===== config.mk =====
export PLATFORM = sky130hd
export DESIGN_NAME = ezg_arbiter
export DESIGN_NICKNAME = d
export VERILOG_FILES = /design/src/rtl/ezg_arbiter.sv
export SDC_FILE = /design/constraint.sdc
export NUM_CORES = 1
export LEC_CHECK = 0
export CAP_MARGIN = 15
export CORE_UTILIZATION = 27
export CTS_CLUSTER_SIZE = 20
export DETAILED_ROUTE_END_ITERATION = 6
export HOLD_SLACK_MARGIN = 0.08
export PLACE_DENSITY = 0.85
export SETUP_SLACK_MARGIN = 0.15
export SLEW_MARGIN = 20
export SYNTH_ARGS = -nofsm -noshare
export SYNTH_HDL_FRONTEND = slang
export SYNTH_SLANG_ARGS = --single-unit

===== constraint.sdc =====
create_clock -name clk -period 2.87 [get_ports clk]
set_clock_uncertainty 0.15 [all_clocks]
set_input_delay 0.4305 -clock clk [delete_from_list [all_inputs] [get_ports clk]]
set_output_delay 0.4305 -clock clk [all_outputs]
set_load 0.05 [all_outputs]

===== src/rtl/ezg_arbiter.sv =====
// Round-robin front end that lets two sample streams share one exp-zero-Golomb coder.
// A small tag FIFO remembers which requester owns each code still inside the coder.
module ezg_arbiter #(
  parameter int DATA_WIDTH    = 19,
  parameter int LENGTH_LOG    = 6,
  parameter int TAG_DEPTH_LOG = 2
) (
  input  logic                    clk,
  input  logic                    rst,
  input  logic [DATA_WIDTH-1:0]   in0_data,
  input  logic                    in0_valid,
  output logic                    in0_ready,
  input  logic [DATA_WIDTH-1:0]   in1_data,
  input  logic                    in1_valid,
  output logic                    in1_ready,
  output logic [DATA_WIDTH-1:0]   coder_in_data,
  output logic                    coder_in_valid,
  input  logic                    coder_in_ready,
  input  logic [2*DATA_WIDTH:0]   coder_out_code,
  input  logic [LENGTH_LOG-1:0]   coder_out_length,
  input  logic                    coder_out_valid,
  output logic                    coder_out_ready,
  output logic [2*DATA_WIDTH:0]   out0_code,
  output logic [LENGTH_LOG-1:0]   out0_length,
  output logic                    out0_valid,
  input  logic                    out0_ready,
  output logic [2*DATA_WIDTH:0]   out1_code,
  output logic [LENGTH_LOG-1:0]   out1_length,
  output logic                    out1_valid,
  input  logic                    out1_ready,
  output logic                    idle
);
  localparam int TagDepth = 1 << TAG_DEPTH_LOG;

  logic                     lastGrant_q, lastGrant_d;
  logic                     hold_q, hold_d;
  logic                     holdGrant_q, holdGrant_d;
  logic [TagDepth-1:0]      tagMem_q, tagMem_d;
  logic [TAG_DEPTH_LOG-1:0] wrPtr_q, wrPtr_d;
  logic [TAG_DEPTH_LOG-1:0] rdPtr_q, rdPtr_d;
  logic [TAG_DEPTH_LOG:0]   count_q, count_d;

  logic grantValid, grant, grantInValid;
  logic fifoFull, fifoEmpty, routeTag;
  logic inXfer, outXfer, push, pop;

  // A stalled coder handshake pins the grant so the offered sample cannot change under it.
  always_comb begin
    grantValid = 1'b0;
    grant      = lastGrant_q;
    if (hold_q) begin
      grantValid = 1'b1;
      grant      = holdGrant_q;
    end else if (lastGrant_q ? in0_valid : in1_valid) begin
      grantValid = 1'b1;
      grant      = ~lastGrant_q;
    end else if (lastGrant_q ? in1_valid : in0_valid) begin
      grantValid = 1'b1;
      grant      = lastGrant_q;
    end
  end

  // Occupancy can only reach TagDepth, so its MSB alone signals full.
  assign fifoFull     = count_q[TAG_DEPTH_LOG];
  assign fifoEmpty    = (count_q == '0);
  assign grantInValid = grantValid & (grant ? in1_valid : in0_valid);

  assign coder_in_valid = grantInValid & ~fifoFull;
  assign coder_in_data  = !grantValid ? '0 : (grant ? in1_data : in0_data);
  assign in0_ready      = grantValid & ~grant & coder_in_ready & ~fifoFull;
  assign in1_ready      = grantValid &  grant & coder_in_ready & ~fifoFull;

  // With nothing in flight the result can only belong to the current grant.
  assign routeTag        = fifoEmpty ? grant : tagMem_q[rdPtr_q];
  assign coder_out_ready = routeTag ? out1_ready : out0_ready;
  assign out0_valid      = coder_out_valid & ~routeTag;
  assign out1_valid      = coder_out_valid &  routeTag;
  assign out0_code       = routeTag ? '0 : coder_out_code;
  assign out0_length     = routeTag ? '0 : coder_out_length;
  assign out1_code       = routeTag ? coder_out_code   : '0;
  assign out1_length     = routeTag ? coder_out_length : '0;

  assign idle = fifoEmpty & ~in0_valid & ~in1_valid;

  assign inXfer  = coder_in_valid & coder_in_ready;
  assign outXfer = coder_out_valid & coder_out_ready;
  assign push    = inXfer & ~fifoFull & ~(fifoEmpty & outXfer);
  assign pop     = outXfer & ~fifoEmpty;

  always_comb begin
    lastGrant_d = inXfer ? grant : lastGrant_q;
    hold_d      = coder_in_valid & ~coder_in_ready;
    holdGrant_d = grant;
    tagMem_d    = tagMem_q;
    wrPtr_d     = wrPtr_q;
    rdPtr_d     = rdPtr_q;
    count_d     = count_q;
    if (push) begin
      tagMem_d[wrPtr_q] = grant;
      wrPtr_d           = wrPtr_q + 1'b1;
    end
    if (pop) begin
      rdPtr_d = rdPtr_q + 1'b1;
    end
    if (push && !pop) begin
      count_d = count_q + 1'b1;
    end else if (pop && !push) begin
      count_d = count_q - 1'b1;
    end
  end

  always_ff @(posedge clk or posedge rst) begin
    if (rst) begin
      lastGrant_q <= 1'b1;
      hold_q      <= 1'b0;
      holdGrant_q <= 1'b0;
      tagMem_q    <= '0;
      wrPtr_q     <= '0;
      rdPtr_q     <= '0;
      count_q     <= '0;
    end else begin
      lastGrant_q <= lastGrant_d;
      hold_q      <= hold_d;
      holdGrant_q <= holdGrant_d;
      tagMem_q    <= tagMem_d;
      wrPtr_q     <= wrPtr_d;
      rdPtr_q     <= rdPtr_d;
      count_q     <= count_d;
    end
  end

endmodule


==> flow_metrics.tcl, run 1 <==
set metrics [dict create \
    dr_wl_met2_um 5050 \
    clkTransAtPathRegs_ps 60 \
    synthArstFlopShare_pct 100 \
    postSynthCellCount 212 \
    core_area_um2 5990 \
    hold_slack_ps 371 \
    fin_crit_sh_pct 94.0 \
    synth_edf_count 0 \
    grt_max_degree 39 \
    diodes 0 \
    synthAdderAreaFrac_pct 4.87 \
    gp_congestion 0.854 \
    min_path_type "in2async" \
    numCtsBuffers 3 \
    setup_violations 0 \
    cts_hold_buf 0 \
    h-tree-depth 1 \
    gr-total-overflow 0 \
    syn-num-nets 309 \
    maxSlewHeadroom_pct 65.2 \
    slowest_delay_ps 460 \
    dieArea_um2 6600 \
    antenna_found_initial 0 \
    pin_count 207 \
    clock_latency_ps 250 \
    maxSlewViolCount 0 \
    routed.top_layer "met4" \
    clkSinkCount 14 \
    cp.arrival_ps 2120 \
    hold_viol 0 \
    synth_xor_area_share_pct 3.10 \
    clock_path_buffers 2 \
    synth_seq_cells 14 \
    muxShareOfSynthArea_pct 5.61 \
    grt_pass1_vias 2242 \
    avgViaCountPerCell 4.85 \
    die_h_um 81.2 \
    floorplan.initialDensity_pct 28.3 \
    max_freq_mhz 371 \
    cts_tree "yes" \
    ys.flop_type "dfrtp_1" \
    fillers 342 \
    drc 0 \
    drive_gt1_share_pct 47.7 \
    setup_tns_ps 0 \
    cp_max_fo 27 \
    synth_seq_area_share_pct 20.8 \
    wirelength_um 9180 \
    worst_slack_ps 172 \
    critical_path_class "reg2out" \
    status "completed" \
    endpoint_kind "output pin" \
    synth_top_family_by_area "simple AND/OR/NAND/NOR gates" \
    row_count 28 \
    synth.avg_cell_area_um2 7.99 \
    worstMarginPinSlew_ps 521 \
    synthSimpleGateAreaFrac_pct 41.1 \
    vias 2440 \
    yosys.area.top_type_share_pct 19.2 \
    dp_hpwl_um 6710 \
    r2r_cells 10 \
    multi_input_area_um2 1400 \
    rsz0062_at_grt "true" \
    post_drt_wl_per_cell_um 18.2 \
    drtIter0Drc 54 \
    routed-wl-met3_um 820 \
    syn_area_um2 1690 \
    track_usage_pct 23.9 \
    place_ws_ps -63.9 \
    p_per_area_nw_per_um2 1290 \
    maxCapViolCount 0 \
    ys_types 36 \
    nets 526 \
    syn2layout_area_growth_pct 187 \
    cpMaxStageDelayCell "dfrtp_1" \
    cts-root-buf "clkbuf_8" \
    grt_pass1_wl_um 12000 \
    drt-met1-wl_um 3210 \
    ant_nets 0 \
    critPathLaunchType "register" \
    netlist_top_cells_area "dfrtp_1 19%, nor2b_1 17%, and2_1 17%, a22o_1 9.8%, ha_1 3.7%" \
    critPathRequiredTime_ps 2290 \
    period_needed_ps 2700 \
    register_area_um2 352 \
    crit_chain "or3_4, nor2_2, a21oi_4, bufbuf_16, nor2b_1, buf_4" \
    synth_warnings 0 \
    die_width_um 81.2 \
    max-vdd-ir-drop_mv 0.907 \
    leakage_nw 2.22 \
    yosys.area.top_type "dfrtp_1" \
    portBuffers 206 \
    synth_compound_area_share_pct 18.4 \
    drt-pass1-iter-count 4 \
]
-- registers in the layout (all words and copies together) (netlist names) --
name / flops
wrPtr_q: 2
count_q: 3
rdPtr_q: 2
holdGrant_q: 1
tagMem_q: 4
lastGrant_q: 1
hold_q: 1
-- Yosys cell counts (2+ instances only) --
master and n:
a21oi_1 8, a22o_1 19, a31oi_1 4, and2_1 46, buf_2 6, buf_4 6, clkbuf_1 2, dfrtp_1 13
ha_1 5, inv_1 6, mux2_2 3, mux2i_1 5, nand2_1 8, nor2_1 3, nor2b_1 47, nor3_1 3
o21ai_0 5, xnor2_1 4, xor2_1 2
-- worst max-delay path: cells and delay by family, from the launching register on --
kind | cells | cell delay [ps]
compound gates | 1 | 60
flops | 1 | 460
simple gates | 3 | 790
buf+inv | 2 | 550
-- kinds of logic after synthesis --
group                    Yosys count
AO/OA/AOI/OAI                     41
XOR/XNOR                           6
adder cells (fa/ha/maj)            6
buffers and inverters             20
flip-flops                        14
multiplexers                       9
AND/OR/NAND/NOR                  116
-- power by group --
group / switching, mW / leakage, nW / internal, mW
Combinational: 3.10 / 2.01 / 2.58
Clock: 0.0733 / 0.0288 / 0.122
Sequential: 0.113 / 0.172 / 0.292
-- layout by cell type (no fill, tap or decap), types with 2 or more instances in the layout --
cell type and count:
a21oi_1 7, a21oi_4 2, a22o_1 19, a31oi_1 4, and2_4 46, buf_12 69
buf_16 2, buf_4 51, buf_6 10, clkbuf_16 3, clkbuf_8 4, clkdlybuf4s50_1 88
dfrtp_1 13, ha_1 4, inv_1 6, mux2_2 3, mux2i_1 5, nand2_1 8
nor2_1 2, nor2b_1 43, nor2b_2 4, nor3_1 3, o21ai_0 5, xnor2_1 4
xor2_1 2
-- final cells by class --
cell class / instances / area share, %
repair buffers: 226 / 60.4
multi-input cells: 178 / 28.8
flip-flops and latches: 14 / 7.22
well taps: 75 / 1.93
clock buffers: 4 / 1.13
inverters: 6 / 0.463
-- per-stage QoR --
stage / power (mW) / cell area (µm²) / instances / util [%]
after detailed placement: 5.45 / 4470 / 493 / 74.5
after global routing: 6.50 / 4870 / 503 / 81.2
after CTS: 5.95 / 4690 / 500 / 78.2
after floorplan: 3.23 / 1690 / 212 / -
final: 6.28 / 4870 / 503 / 81.2
after global placement: 5.38 / 4470 / 493 / 74.5
-- what timing repair did --
item                       4_1_cts  5_1_grt
hold endpoints to repair         0        0
gates cloned                     1        3
resized for setup               35       37
setup endpoints to repair       93       95
pin swaps                        2        3
setup buffers                    2        0
-- worst paths after layout --
| path | startpoint | to | slack, ps |
|---|---|---|---|
| max in group asynchronous | rst | lastGrant_q$_DFFE_PP1N_ | 1840 |
| min | rst | wrPtr_q[1]$_DFFE_PP0P_ | 370 |
| min in group clk | rdPtr_q[0]$_DFFE_PP0P_ | rdPtr_q[0]$_DFFE_PP0P_ | 380 |
| max reg2reg | rdPtr_q[1]$_DFFE_PP0P_ | count_q[2]$_DFFE_PP0P_ | 290 |
| max | count_q[2]$_DFFE_PP0P_ | out1_code[4] | 170 |
| min reg2reg | rdPtr_q[0]$_DFFE_PP0P_ | rdPtr_q[0]$_DFFE_PP0P_ | 380 |
-- per-layer routing --
layer	vias up	global-route usage, %
met5	-	0
met4	0	4.29
met3	12	8.65
met2	102	45.9
met1	1173	24.7
li1	1153	-
Power figures use the tool's default switching activity.
==> run 2, diff against run 1 <==
Settings changed: CORE_UTILIZATION 27 to 28, DONT_BUFFER_PORTS set to 1, PLACE_DENSITY 0.85 to 0.43.
==> run 2 against run 1 <==
  * Utilization decreased by 19 points
  * Global-route usage fell by 6.1 points
  * Via count down 21%
  * Power shrank 13%
  * Combinational power fell by 14%
  * Worst hold slack worse by 270 ps
  * Final cell count decreased by 21%
==> flow_metrics.tcl, run 2 (synthesis results as in run 1) <==
set metrics [dict create \
    status "completed" \
    max-vdd-ir-drop_mv 0.758 \
    setup_tns_ps 0 \
    dp_cells 389 \
    drt-pass1-iter-count 4 \
    endpoint_kind "output pin" \
    maxSlewViolCount 0 \
    critPathLaunchType "register" \
    wirelength_um 6560 \
    gr-total-overflow 0 \
    portBuffers 0 \
    ant_nets 0 \
    die_h_um 79.8 \
    layout_commonest_cell "buf_12" \
    min_path_type "in2reg" \
    crit-reg2reg-launch "lastGrant_q$_DFFE_PP1N_" \
    grt_pass1_vias 1766 \
    worst_slack_ps 276 \
    place_ws_ps 265 \
    p_per_area_nw_per_um2 1530 \
    maxSlewHeadroom_pct 61.9 \
    leakage_nw 1.60 \
    finalPower_mw 5.44 \
    final_cell_mix "66 x buf_12, 57 x buf_4, 47 x nor2b_1" \
    drc 0 \
    cts-root-buf "clkbuf_8" \
    holdPathEnd "hold_q$_DFF_PP0_" \
    hold_viol 0 \
    drtIter0Drc 38 \
    clock_latency_ps 240 \
    vias 1937 \
    instances_no_fill 399 \
    maxCapViolCount 0 \
    max_freq_mhz 385 \
    antenna_found_initial 0 \
    fin_crit_sh_pct 90.4 \
    die_width_um 79.8 \
    dp_hpwl_um 5320 \
    r2r_cells 10 \
    h-tree-depth 1 \
    dieArea_um2 6370 \
    r2r_slack_ps 290 \
    diodes 0 \
    clkTransAtPathRegs_ps 60 \
    critical_path_class "reg2out" \
    critPathRequiredTime_ps 2290 \
    syn2layout_area_growth_pct 110 \
    drive_gt1_share_pct 42.5 \
    clock_path_buffers 2 \
    cts_tree "yes" \
    r2r-end "count_q[2]$_DFFE_PP0P_" \
    min-delay-start "coder_in_ready" \
    post_drt_wl_per_cell_um 16.4 \
    track_usage_pct 17.8 \
    largest_register "tagMem_q" \
    rsz0062_at_grt "true" \
    avgViaCountPerCell 4.85 \
    worstMarginPinSlew_ps 570 \
    numCtsBuffers 3 \
    period_needed_ps 2590 \
    pin_count 207 \
    core_area_um2 5680 \
    grt_pass1_wl_um 8910 \
    gp_congestion 0.824 \
    row_count 27 \
    setup_violations 0 \
    floorplan.initialDensity_pct 29.9 \
    grt_max_degree 93 \
    cp.arrival_ps 2010 \
    holdPathStages 1 \
    largestRegisters "tagMem_q x4, count_q x3" \
    nets 425 \
    clkSinkCount 14 \
    cp_max_fo 46 \
    largest_reg_flops 4 \
]
[run 2: layer usage]
metal / track usage [%] / routed length [µm] / up-vias
met3: 5.03 / 684 / 2
met2: 33.9 / 3580 / 103
met5: 0 / 0 / -
met1: 20.0 / 2280 / 890
li1: - / - / 942
met4: 1.96 / 12 / 0
[run 2: worst max path at each step]
| stage | depth (start not counted) | to | start | slack, ps |
|---|---|---|---|---|
| after detailed placement | 10 | count_q[2]$_DFFE_PP0P_ | rdPtr_q[1]$_DFFE_PP0P_ | 260 |
| after global routing | 6 | out0_code[4] | rdPtr_q[1]$_DFFE_PP0P_ | 150 |
| final | 7 | out0_code[33] | lastGrant_q$_DFFE_PP1N_ | 280 |
| after floorplan | 6 | out1_code[10] | count_q[1]$_DFFE_PP0P_ | 230 |
| after global placement | 7 | out0_code[2] | in1_valid | 360 |
| after CTS | 7 | out0_code[33] | lastGrant_q$_DFFE_PP1N_ | 110 |
[run 2: worst max-delay path: stages, from the launching register on]
cell      delay [ps]
dfstp_2          550
a21oi_1          120
a21boi_4         220
nor2_2            70
a21oi_4          220
buf_12           220
and2_1           210
buf_12           150
[run 2: power by group]
part / leakage [nW] / internal, mW / total [mW] / switching, mW
clock network: 0.0228 / 0.0982 / 0.167 / 0.0689
logic: 1.41 / 1.98 / 4.88 / 2.90
registers: 0.172 / 0.292 / 0.390 / 0.0985
[run 2: layout make-up]
type | count | area (µm²)
Timing Repair Buffer | 125 | 1780
Clock buffer | 4 | 45.0
Inverter | 6 | 22.5
Multi-Input combinational cell | 178 | 1260
Tap cell | 72 | 90.1
Fill cell | 454 | 2120
Sequential cell | 14 | 352
[run 2: what timing repair did]
action,4_1_cts,5_1_grt
setup endpoints to repair,46,93
gates resized for setup,0,4
hold endpoints to repair,13,0
buffers inserted,0,4
hold buffers,1,0
pin swaps,0,1
cloned,0,1
[run 2: stage by stage]
stage          instance area, µm²  hold slack (ps)  util, %
3_5_place_dp                 3430              243     60.5
6_report                     3560              104     62.7
2_1_floorplan                1690              169        -
5_1_grt                      3560             93.6     62.7
3_3_place_gp                 3430              242     60.5
4_1_cts                      3490              102     61.5
